===== src/rtl/vga_fb_arbiter.sv =====
// Framebuffer RAM arbiter: scan-out reads take absolute priority with a fixed
// three-cycle latency; two pixel writers share the remaining slots round-robin.
module vga_fb_arbiter #(
  parameter int unsigned AW = 17,
  parameter int unsigned DW = 8,
  parameter int unsigned CW = 16
) (
  input  logic          clk,
  input  logic          clr,
  input  logic          disp_req,
  input  logic [AW-1:0] disp_addr,
  output logic [DW-1:0] disp_rdata,
  output logic          disp_rvalid,
  input  logic          wr0_valid,
  output logic          wr0_ready,
  input  logic [AW-1:0] wr0_addr,
  input  logic [DW-1:0] wr0_data,
  input  logic          wr1_valid,
  output logic          wr1_ready,
  input  logic [AW-1:0] wr1_addr,
  input  logic [DW-1:0] wr1_data,
  output logic          mem_en,
  output logic          mem_we,
  output logic [AW-1:0] mem_addr,
  output logic [DW-1:0] mem_wdata,
  input  logic [DW-1:0] mem_rdata,
  input  logic          cnt_clr,
  output logic [CW-1:0] wr0_cnt,
  output logic [CW-1:0] wr1_cnt,
  output logic [CW-1:0] stall_cnt
);

  typedef enum logic [1:0] {GNT_NONE, GNT_DISP, GNT_W0, GNT_W1} gnt_e;

  gnt_e          gnt_q, gnt_d;
  logic          rr_last_q, rr_last_d;
  logic [AW-1:0] mem_addr_q, mem_addr_d;
  logic [DW-1:0] mem_wdata_q, mem_wdata_d;
  logic          rd2_q, rd2_d;
  logic          disp_rvalid_q, disp_rvalid_d;
  logic [DW-1:0] disp_rdata_q, disp_rdata_d;
  logic [CW-1:0] wr0_cnt_q, wr0_cnt_d;
  logic [CW-1:0] wr1_cnt_q, wr1_cnt_d;
  logic [CW-1:0] stall_cnt_q, stall_cnt_d;
  logic          acc0, acc1, stall;

  function automatic logic [CW-1:0] cnt_next(input logic [CW-1:0] cur,
                                             input logic ev, input logic clr_i);
    if (clr_i)
      return '0;
    if (ev && (cur != '1))
      return cur + CW'(1);
    return cur;
  endfunction

  always_comb begin
    gnt_d = GNT_NONE;
    if (disp_req)
      gnt_d = GNT_DISP;
    else if (wr0_valid && wr1_valid)
      gnt_d = rr_last_q ? GNT_W0 : GNT_W1;
    else if (wr0_valid)
      gnt_d = GNT_W0;
    else if (wr1_valid)
      gnt_d = GNT_W1;

    acc0  = wr0_valid && (gnt_d == GNT_W0);
    acc1  = wr1_valid && (gnt_d == GNT_W1);
    stall = (wr0_valid && !acc0) || (wr1_valid && !acc1);

    rr_last_d   = rr_last_q;
    mem_addr_d  = mem_addr_q;
    mem_wdata_d = mem_wdata_q;
    case (gnt_d)
      GNT_DISP: mem_addr_d = disp_addr;
      GNT_W0: begin
        mem_addr_d  = wr0_addr;
        mem_wdata_d = wr0_data;
        rr_last_d   = 1'b0;
      end
      GNT_W1: begin
        mem_addr_d  = wr1_addr;
        mem_wdata_d = wr1_data;
        rr_last_d   = 1'b1;
      end
      default: ;
    endcase

    // gnt_q == GNT_DISP marks the RAM command cycle; data returns one cycle later
    rd2_d         = (gnt_q == GNT_DISP);
    disp_rvalid_d = rd2_q;
    disp_rdata_d  = rd2_q ? mem_rdata : disp_rdata_q;

    wr0_cnt_d   = cnt_next(wr0_cnt_q, acc0, cnt_clr);
    wr1_cnt_d   = cnt_next(wr1_cnt_q, acc1, cnt_clr);
    stall_cnt_d = cnt_next(stall_cnt_q, stall, cnt_clr);
  end

  always_ff @(posedge clk or negedge clr) begin
    if (!clr) begin
      gnt_q         <= GNT_NONE;
      rr_last_q     <= 1'b1;
      mem_addr_q    <= '0;
      mem_wdata_q   <= '0;
      rd2_q         <= 1'b0;
      disp_rvalid_q <= 1'b0;
      disp_rdata_q  <= '0;
      wr0_cnt_q     <= '0;
      wr1_cnt_q     <= '0;
      stall_cnt_q   <= '0;
    end else begin
      gnt_q         <= gnt_d;
      rr_last_q     <= rr_last_d;
      mem_addr_q    <= mem_addr_d;
      mem_wdata_q   <= mem_wdata_d;
      rd2_q         <= rd2_d;
      disp_rvalid_q <= disp_rvalid_d;
      disp_rdata_q  <= disp_rdata_d;
      wr0_cnt_q     <= wr0_cnt_d;
      wr1_cnt_q     <= wr1_cnt_d;
      stall_cnt_q   <= stall_cnt_d;
    end
  end

  // Readies are forced low while reset is asserted so no transfer is signalled
  assign wr0_ready   = acc0 && clr;
  assign wr1_ready   = acc1 && clr;
  assign mem_en      = (gnt_q != GNT_NONE);
  assign mem_we      = (gnt_q == GNT_W0) || (gnt_q == GNT_W1);
  assign mem_addr    = mem_addr_q;
  assign mem_wdata   = mem_wdata_q;
  assign disp_rvalid = disp_rvalid_q;
  assign disp_rdata  = disp_rdata_q;
  assign wr0_cnt     = wr0_cnt_q;
  assign wr1_cnt     = wr1_cnt_q;
  assign stall_cnt   = stall_cnt_q;

endmodule

===== config.mk =====
export PLATFORM = sky130hd
export DESIGN_NAME = vga_fb_arbiter
export DESIGN_NICKNAME = d
export VERILOG_FILES = /design/src/rtl/vga_fb_arbiter.sv
export SDC_FILE = /design/constraint.sdc
export NUM_CORES = 1
export LEC_CHECK = 0
export ABC_AREA = 0
export ABC_CLOCK_PERIOD_IN_PS = 1600
export CORE_MARGIN = 5
export CORE_UTILIZATION = 25
export DETAILED_ROUTE_END_ITERATION = 8
export PLACE_DENSITY = 0.58
export SETUP_SLACK_MARGIN = 0.3
export SYNTH_ARGS = -nofsm -noshare
export SYNTH_HDL_FRONTEND = slang
export SYNTH_SLANG_ARGS = --single-unit

===== constraint.sdc =====
create_clock -name clk -period 1.6 [get_ports clk]
set_input_delay 0.32 -clock clk [delete_from_list [all_inputs] [get_ports clk]]
set_output_delay 0.32 -clock clk [all_outputs]
set_load 0.02 [all_outputs]

### After elaboration in Yosys (flattened, before gate mapping)

Cells that the tools add are included.

* multiplexer cells: 25
* $add $sub $neg: 3
* reductions and logical operators: 20
* equal/unequal tests: 9

Operators with widths (count)
* $mux 16: 10
* $pmux 17 s3: 1
* $add 16x1->16 const B: 3
* $ne 16x16->1 const B: 3
* $pmux 8 s2: 1
* $logic_and 1x1->1: 10
* $reduce_bool 2->1: 5
* $eq 2x2->1 const B: 4
* $mux 1: 8
* $mux 2: 4
* $eq 2x1->1 const B: 2
* $reduce_bool 3->1: 1
* $logic_not 1->1: 2
* $logic_or 1x1->1: 2
* $pmux 1 s2: 1

* input port bits: 81
* logic and storage cells: 67
* flip-flop bits (word level): 86

### Longest topological paths before layout

Gate-level depths: netlist of run 1.

* word-level depth: 14
* depth in mapped cells: 6

### Least setup slack after synthesis of run 1

Ideal clock, no wire load.

* kind: reg2reg
* start: register wr0_cnt_q[7], in the netlist wr0_cnt[7]
* end: register wr0_cnt_q[4], in the netlist wr0_cnt[4]
* slack: -252 ps
* buffers on the path: 0
* data arrival time: 1727 ps
* stages on the path, launching flop included: 5
* clock period less this slack: 1852 ps
* cells stage by stage: dfrtp_1 -> nand4_1 -> or4_1 -> nand3_1 -> mux2_2

* word-level cells in the longest chain between the ends: 5
* elaborated cells between the ends (all ways): 8

RTL lines
* start, declared: line 42 `logic [CW-1:0] wr0_cnt_q, wr0_cnt_d;`
* start signal, assigned: line 119 `wr0_cnt_q <= wr0_cnt_d;`
* $ne 16x16->1 (*): line 51 `if (ev && (cur != '1))`
* $logic_and 1x1->1 (*): line 51
* $mux 16 or $mux 1 (tied branches): line 51
* $mux 16 or $mux 1 (tied branches): line 53, 51
* $mux 16 or $reduce_bool 2->1 (tied branches)

Every way passes the cells marked *; elsewhere a longest branch is shown, timed or not. The select of a mux whose other input is x is not followed.
A chain may end at the register's enable or synchronous reset.

### Worst setup path after layout of run 1

* start: register rr_last_q
* end: register wr0_cnt_q[10], in the netlist wr0_cnt[10]

* word-level cells in the longest chain between the ends: 9
* elaborated cells between the ends (all ways): 12

RTL lines
* start, declared: line 36 `logic rr_last_q, rr_last_d;`
* start signal, assigned: line 113 `rr_last_q <= rr_last_d;`
* $mux 1 (*): line 61 `gnt_d = rr_last_q ? GNT_W0 : GNT_W1;`
* $mux 2 (*): line 60 `else if (wr0_valid && wr1_valid)`
* $mux 2 (*): line 58 `if (disp_req)`
* $eq 2x2->1 (*): line 67 `acc0 = wr0_valid && (gnt_d == GNT_W0);`
* $logic_and 1x1->1 (*): line 67
* $logic_and 1x1->1 (*): line 51
* $mux 16 or $mux 1 (tied branches): line 51
* $mux 16 or $mux 1 (tied branches): line 53, 51
* $mux 16 or $reduce_bool 2->1 (tied branches)

Marks and branches as above.

==> results.sh, run 1 <==
export IMPL_status="complete, but fails checks"
export IMPL_violations="negative setup slack"
export IMPL_dpl_hpwl_microns=11800
export IMPL_die_area_sq_mm=0.0207
export IMPL_worst_clock_skew_ns=0.00958
export IMPL_synthAdderAreaFrac_pct=1.06
export IMPL_clockBufferDepth=2
export IMPL_overflow=0
export IMPL_cts_made_buffers=9
export IMPL_grt_max_degree=35
export IMPL_row_count=49
export IMPL_h_tree_depth=3
export IMPL_yosysWarningCount=0
export IMPL_min_period_ns=1.70
export IMPL_dieHeight_microns=144
export IMPL_viasPerCell=5.08
export IMPL_synthFlopType="dfrtp_1"
export IMPL_antennaDiodeCount=0
export IMPL_ir_worst_vdd_mv=0.536
export IMPL_place_ws_ns=-0.695
export IMPL_syn_inst=461
export IMPL_arrival_ns=1.92
export IMPL_required_ns=1.82
export IMPL_fmax_ghz=0.589
export IMPL_antenna_found_initial=0
export IMPL_clock_sinks=86
export IMPL_finalWirelength_microns=18200
export IMPL_first_global_vias=5339
export IMPL_area_delta_synth_final_pct=105
export IMPL_rsz0062_at_grt="yes"
export IMPL_drtIter0Drc=291
export IMPL_cts_hold_buf=0
export IMPL_fin_ws_ns=-0.0986
export IMPL_hold_path_class="in -> async"
export IMPL_ant_nets=0
export IMPL_synth_compound_area_share_pct=18.9
export IMPL_cts_tree="built"
export IMPL_io_pins=167
export IMPL_power_density_mw_per_mm2=633
export IMPL_timing_final_crit_share_pct=106
export IMPL_mappedNetlistArea_sq_mm=0.00449
export IMPL_worstMarginPinSlew_ns=0.680
export IMPL_layout_commonest_cell="buf_6"
export IMPL_synth_xor_xnor_area_share_pct=0
export IMPL_timing_max_cap_violations=0
export IMPL_final_nets=865
export IMPL_setup_viol=23
export IMPL_die_x_microns=144
export IMPL_clockRootBuffer="clkbuf_16"
export IMPL_relSlewSlack_pct=54.6
export IMPL_synth_edf_count=0
export IMPL_final_cell_mix="126 x buf_6, 75 x buf_4, 75 x clkdlybuf4s50_1"
export IMPL_fillCellCount=1584
export IMPL_clock_latency_ns=0.34
export IMPL_synth_area_per_cell_sq_um=9.74
export IMPL_ys_ff_latch=86
export IMPL_drv_slew=0
export IMPL_final_area_sq_mm=0.00920
export IMPL_vias=5159
export IMPL_core_sq_mm=0.0178
export IMPL_placed_cell_area_sq_mm=0.00734
export IMPL_finalHoldViolations=0
export IMPL_synth_cell_types=56
export IMPL_synth_net_count=545
export IMPL_drive_gt1_share_pct=58.3
export IMPL_synth_mux_area_share_pct=5.18
export IMPL_synthSimpleGateAreaFrac_pct=23.3
export IMPL_drc=0
export IMPL_gp_congestion=0.758
export IMPL_crit_type="reg -> reg"
export IMPL_port_buffers=166
export IMPL_grt_use_total_pct=16.4
export IMPL_synthArstFlopShare_pct=100
export IMPL_grt_pass1_wl_microns=27400
export IMPL_end_kind="flip-flop"
export IMPL_start_util_pct=25.2
export IMPL_clkSlewWorstSetupHoldPaths_ns=0.07
export IMPL_start_kind="flip-flop"
export IMPL_synth_top_family_by_area="simple AND/OR/NAND/NOR gates"
export IMPL_wire_per_inst_microns=17.9
export IMPL_ys_seq_area_share_pct=47.9
export IMPL_dr_pass1_iters=6
export IMPL_p_leak_nw=3.80
export IMPL_cp_max_fo=6
==> routing by layer <==
metal,part of all wire [%],vias up,routed length [microns],GRT usage [%]
li1,-,2410,-,-
met4,2.4,0,429,5.60
met1,42,2555,7590,21.1
met2,49,165,8950,28.0
met3,6.7,29,1220,2.94
met5,0,-,0,0
==> where the power goes <==
part           internal, W  leakage (nW)  total [W]  switching [W]
clock network      0.00121         0.137    0.00208       0.000870
registers          0.00231          1.05    0.00239      0.0000849
logic             0.000700          2.61    0.00135       0.000652
total              0.00422          3.80    0.00582        0.00161
==> sequential cells by signal, indices dropped and copies added, names as in the netlist <==
signal / cells
wr0_cnt: 16
mem_addr: 17
mem_wdata: 8
disp_rvalid: 1
disp_rdata: 8
gnt_q: 2
wr1_cnt: 16
disp_rvalid_d: 1
stall_cnt: 16
rr_last_q: 1
==> stage by stage <==
| step | power [W] | cells | util [%] | hold WS [ns] | TNS, ns |
|---|---|---|---|---|---|
| floorplan | 0.00291 | 461 | - | 0.0244 | -0.304 |
| global placement | 0.00357 | 920 | 41.2 | 0.381 | -36.56 |
| detailed placement | 0.00360 | 920 | 41.2 | 0.382 | -39.26 |
| CTS | 0.00585 | 993 | 48.5 | 0.0141 | -0.772 |
| global route | 0.00609 | 1015 | 51.5 | 0.0402 | -3.18 |
| finish | 0.00582 | 1015 | 51.5 | 0.00334 | -0.939 |
==> area by class of cell <==
| type | count | area, sq um | share of cell area (%) |
|---|---|---|---|
| clock buffer | 12 | 236 | 2.57 |
| clock inverter | 4 | 47.5 | 0.517 |
| inverter | 13 | 48.8 | 0.531 |
| multi-input combinational | 337 | 3030 | 32.9 |
| sequential | 86 | 2210 | 24.0 |
| tap | 229 | 287 | 3.12 |
| timing repair buffer | 334 | 3340 | 36.3 |
==> worst max-delay path, stage by stage (launching register included) <==
cell      delay [ns]
dfstp_2         0.56
or2b_4          0.16
buf_4           0.11
buf_6           0.08
nand4_1         0.12
buf_4           0.20
o311ai_4        0.23
o41ai_2         0.11
==> kinds of logic (layout without fill, tap and decap cells) <==
family | Yosys count | in the layout
fa+ha+maj | 4 | 4
buf+inv | 38 | 363
flops | 86 | 86
simple gates | 187 | 187
compound gates | 125 | 125
mux | 21 | 21
==> path summary, 6_finish.rpt <==
check	from	endpoint	slack, ns	depth (start not counted)
worst min-delay path	clr	wr1_cnt[1]	0.003	2
min in group clk	cnt_clr	wr0_cnt[8]	0.40	3
worst max register to register	rr_last_q	wr0_cnt[10]	-0.1	7
max in group asynchronous	clr	wr0_cnt[3]	0.81	3
worst max-delay path	rr_last_q	wr0_cnt[10]	-0.1	7
worst min register to register	mem_wdata[4]	mem_wdata[4]	0.49	2
==> cells in the mapped netlist, drive strengths merged, types with 4 or more instances <==
| master | n | area share, % |
|---|---|---|
| o311ai | 4 | 0.78 |
| o31ai | 16 | 2.7 |
| o21ai | 12 | 1.3 |
| nand2 | 46 | 3.9 |
| nand3 | 17 | 2.1 |
| nor2b | 11 | 1.5 |
| a221oi | 17 | 3.3 |
| o41ai | 7 | 1.4 |
| o22ai | 5 | 0.70 |
| a21oi | 48 | 5.3 |
| nor2 | 33 | 2.8 |
| dfrtp | 85 | 47 |
| or4 | 20 | 3.3 |
| nor4 | 7 | 1.6 |
| inv | 13 | 1.1 |
| clkbuf | 14 | 1.2 |
| and3 | 9 | 1.3 |
| and4 | 6 | 1.2 |
| nor3 | 5 | 0.56 |
| or3 | 7 | 0.97 |
| buf | 11 | 1.4 |
| nand4 | 17 | 2.7 |
| mux2 | 18 | 4.5 |
==> repair_timing <==
item                                    CTS  global route
buffers inserted                         51            21
gates resized for setup                 574            79
cloned                                    6             1
endpoints found under the setup margin  161           127
pin swaps                                69            34
No activity file was read; power rests on OpenSTA's default activity.
==> run 2: changes to the inputs <==
- CELL_PAD_IN_SITES_DETAIL_PLACEMENT: default -> 0
- CELL_PAD_IN_SITES_GLOBAL_PLACEMENT: default -> 2
- CORE_UTILIZATION: 25 -> 24
- PLACE_DENSITY: 0.58 -> 0.84
==> results.sh, run 2 (same netlist as run 1, synthesis figures left out) <==
export IMPL_dpl_hpwl_microns=11900
export IMPL_final_nets=852
export IMPL_clockRootBuffer="clkbuf_16"
export IMPL_fmax_ghz=0.579
export IMPL_area_delta_synth_final_pct=104
export IMPL_clock_sinks=86
export IMPL_power_density_mw_per_mm2=662
export IMPL_h_tree_depth=3
export IMPL_hold_path_class="in -> async"
export IMPL_clkSlewWorstSetupHoldPaths_ns=0.07
export IMPL_cp_max_fo=6
export IMPL_grt_use_total_pct=16.1
export IMPL_required_ns=1.82
export IMPL_finalHoldViolations=0
export IMPL_dr_pass1_iters=4
export IMPL_grt_pass1_wl_microns=28400
export IMPL_clock_latency_ns=0.34
export IMPL_drive_gt1_share_pct=59.1
export IMPL_cts_made_buffers=9
export IMPL_vias=5133
export IMPL_worst_clock_skew_ns=0.00897
export IMPL_clockBufferDepth=2
export IMPL_final_cell_mix="118 x buf_6, 75 x clkdlybuf4s50_1, 71 x buf_4"
export IMPL_antennaDiodeCount=0
export IMPL_io_pins=167
export IMPL_viasPerCell=5.10
export IMPL_drv_slew=0
export IMPL_rsz0062_at_grt="yes"
export IMPL_layout_commonest_cell="buf_6"
export IMPL_start_kind="flip-flop"
export IMPL_p_leak_nw=3.72
export IMPL_start_util_pct=24.2
export IMPL_die_area_sq_mm=0.0216
export IMPL_drc=0
export IMPL_ant_nets=0
export IMPL_arrival_ns=1.94
export IMPL_ir_worst_vdd_mv=0.456
export IMPL_antenna_found_initial=0
export IMPL_die_x_microns=147
export IMPL_worstMarginPinSlew_ns=0.715
export IMPL_gp_congestion=0.804
export IMPL_violations="negative setup slack"
export IMPL_end_kind="flip-flop"
export IMPL_timing_max_cap_violations=0
export IMPL_overflow=0
export IMPL_cts_tree="built"
export IMPL_place_ws_ns=-0.587
export IMPL_dieHeight_microns=147
export IMPL_finalWirelength_microns=18600
export IMPL_final_area_sq_mm=0.00916
export IMPL_grt_max_degree=44
export IMPL_final_util_pct=49.3
export IMPL_tns_ns=-1.87
export IMPL_hold_slack_ns=0.0804
export IMPL_first_global_vias=5390
export IMPL_row_count=50
export IMPL_port_buffers=166
export IMPL_placed_cell_area_sq_mm=0.00736
export IMPL_fin_ws_ns=-0.126
export IMPL_relSlewSlack_pct=52.3
export IMPL_timing_final_crit_share_pct=108
export IMPL_largest_reg_flops=17
export IMPL_crit_type="reg -> reg"
export IMPL_wire_per_inst_microns=18.5
export IMPL_core_sq_mm=0.0186
export IMPL_drtIter0Drc=220
export IMPL_min_period_ns=1.73
export IMPL_setup_viol=33
export IMPL_status="complete, but fails checks"
run 2: cell types whose count changed in the layout (fill, tap and decap cells not counted), sizes merged:
cell	delta
buf	-14
bufinv	+1
clkbuf	+1
clkinv	-2
dlygate4sd2	-1
dlygate4sd3	+1
nand3	+1
run 2: through the flow:
| step | power (W) | std cells |
|---|---|---|
| after global placement | 0.00360 | 925 |
| after CTS | 0.00604 | 987 |
| after floorplan | 0.00291 | 461 |
| after detailed placement | 0.00363 | 925 |
| after global routing | 0.00633 | 1007 |
| final | 0.00607 | 1007 |
run 2: area by class of cell:
class / instances / area [sq um]
Fill cell: 1681 / 9420
Multi-Input combinational cell: 338 / 3170
Timing Repair Buffer: 320 / 3130
Tap cell: 234 / 293
Sequential cell: 86 / 2210
Clock inverter: 3 / 67.6
Clock buffer: 13 / 250
Inverter: 13 / 48.8
run 2: worst paths after layout:
check / slack [ns] / to / cells after the start / startpoint
worst max register to register: -0.13 / wr0_cnt[8] / 6 / rr_last_q
worst min register to register: 0.48 / mem_wdata[2] / 2 / mem_wdata[2]
max in group asynchronous: 0.70 / wr0_cnt[3] / 3 / clr
worst min-delay path: 0.08 / disp_rdata[3] / 2 / clr
worst max-delay path: -0.13 / wr0_cnt[8] / 6 / rr_last_q
min in group clk: 0.42 / wr1_cnt[15] / 3 / cnt_clr
run 2: report_power, final:
| part | internal (W) | switching (W) |
|---|---|---|
| Clock | 0.00141 | 0.000879 |
| Sequential | 0.00231 | 0.0000854 |
| Combinational | 0.000702 | 0.000677 |
run 2: critical path, stage by stage, from the launching register on:
cell	delay [ns]
dfstp_2	0.56
or2b_1	0.15
buf_6	0.14
nand4_1	0.16
buf_6	0.20
o31ai_1	0.29
a21oi_2	0.09
run 2: repair_timing:
action,CTS,global route
setup endpoints to repair,161,166
endpoints found under the hold margin,7,0
buffers inserted,39,18
hold buffers,1,0
cloned,6,2
pin swaps,51,49
gates resized for setup,555,117
run 2: per-layer routing:
layer	part of all wire [%]	up-vias	GRT usage, %
met5	0	-	0
met4	1.9	0	5.88
met3	5.9	24	3.79
met2	51	153	27.6
met1	41	2568	19.7
li1	-	2388	-
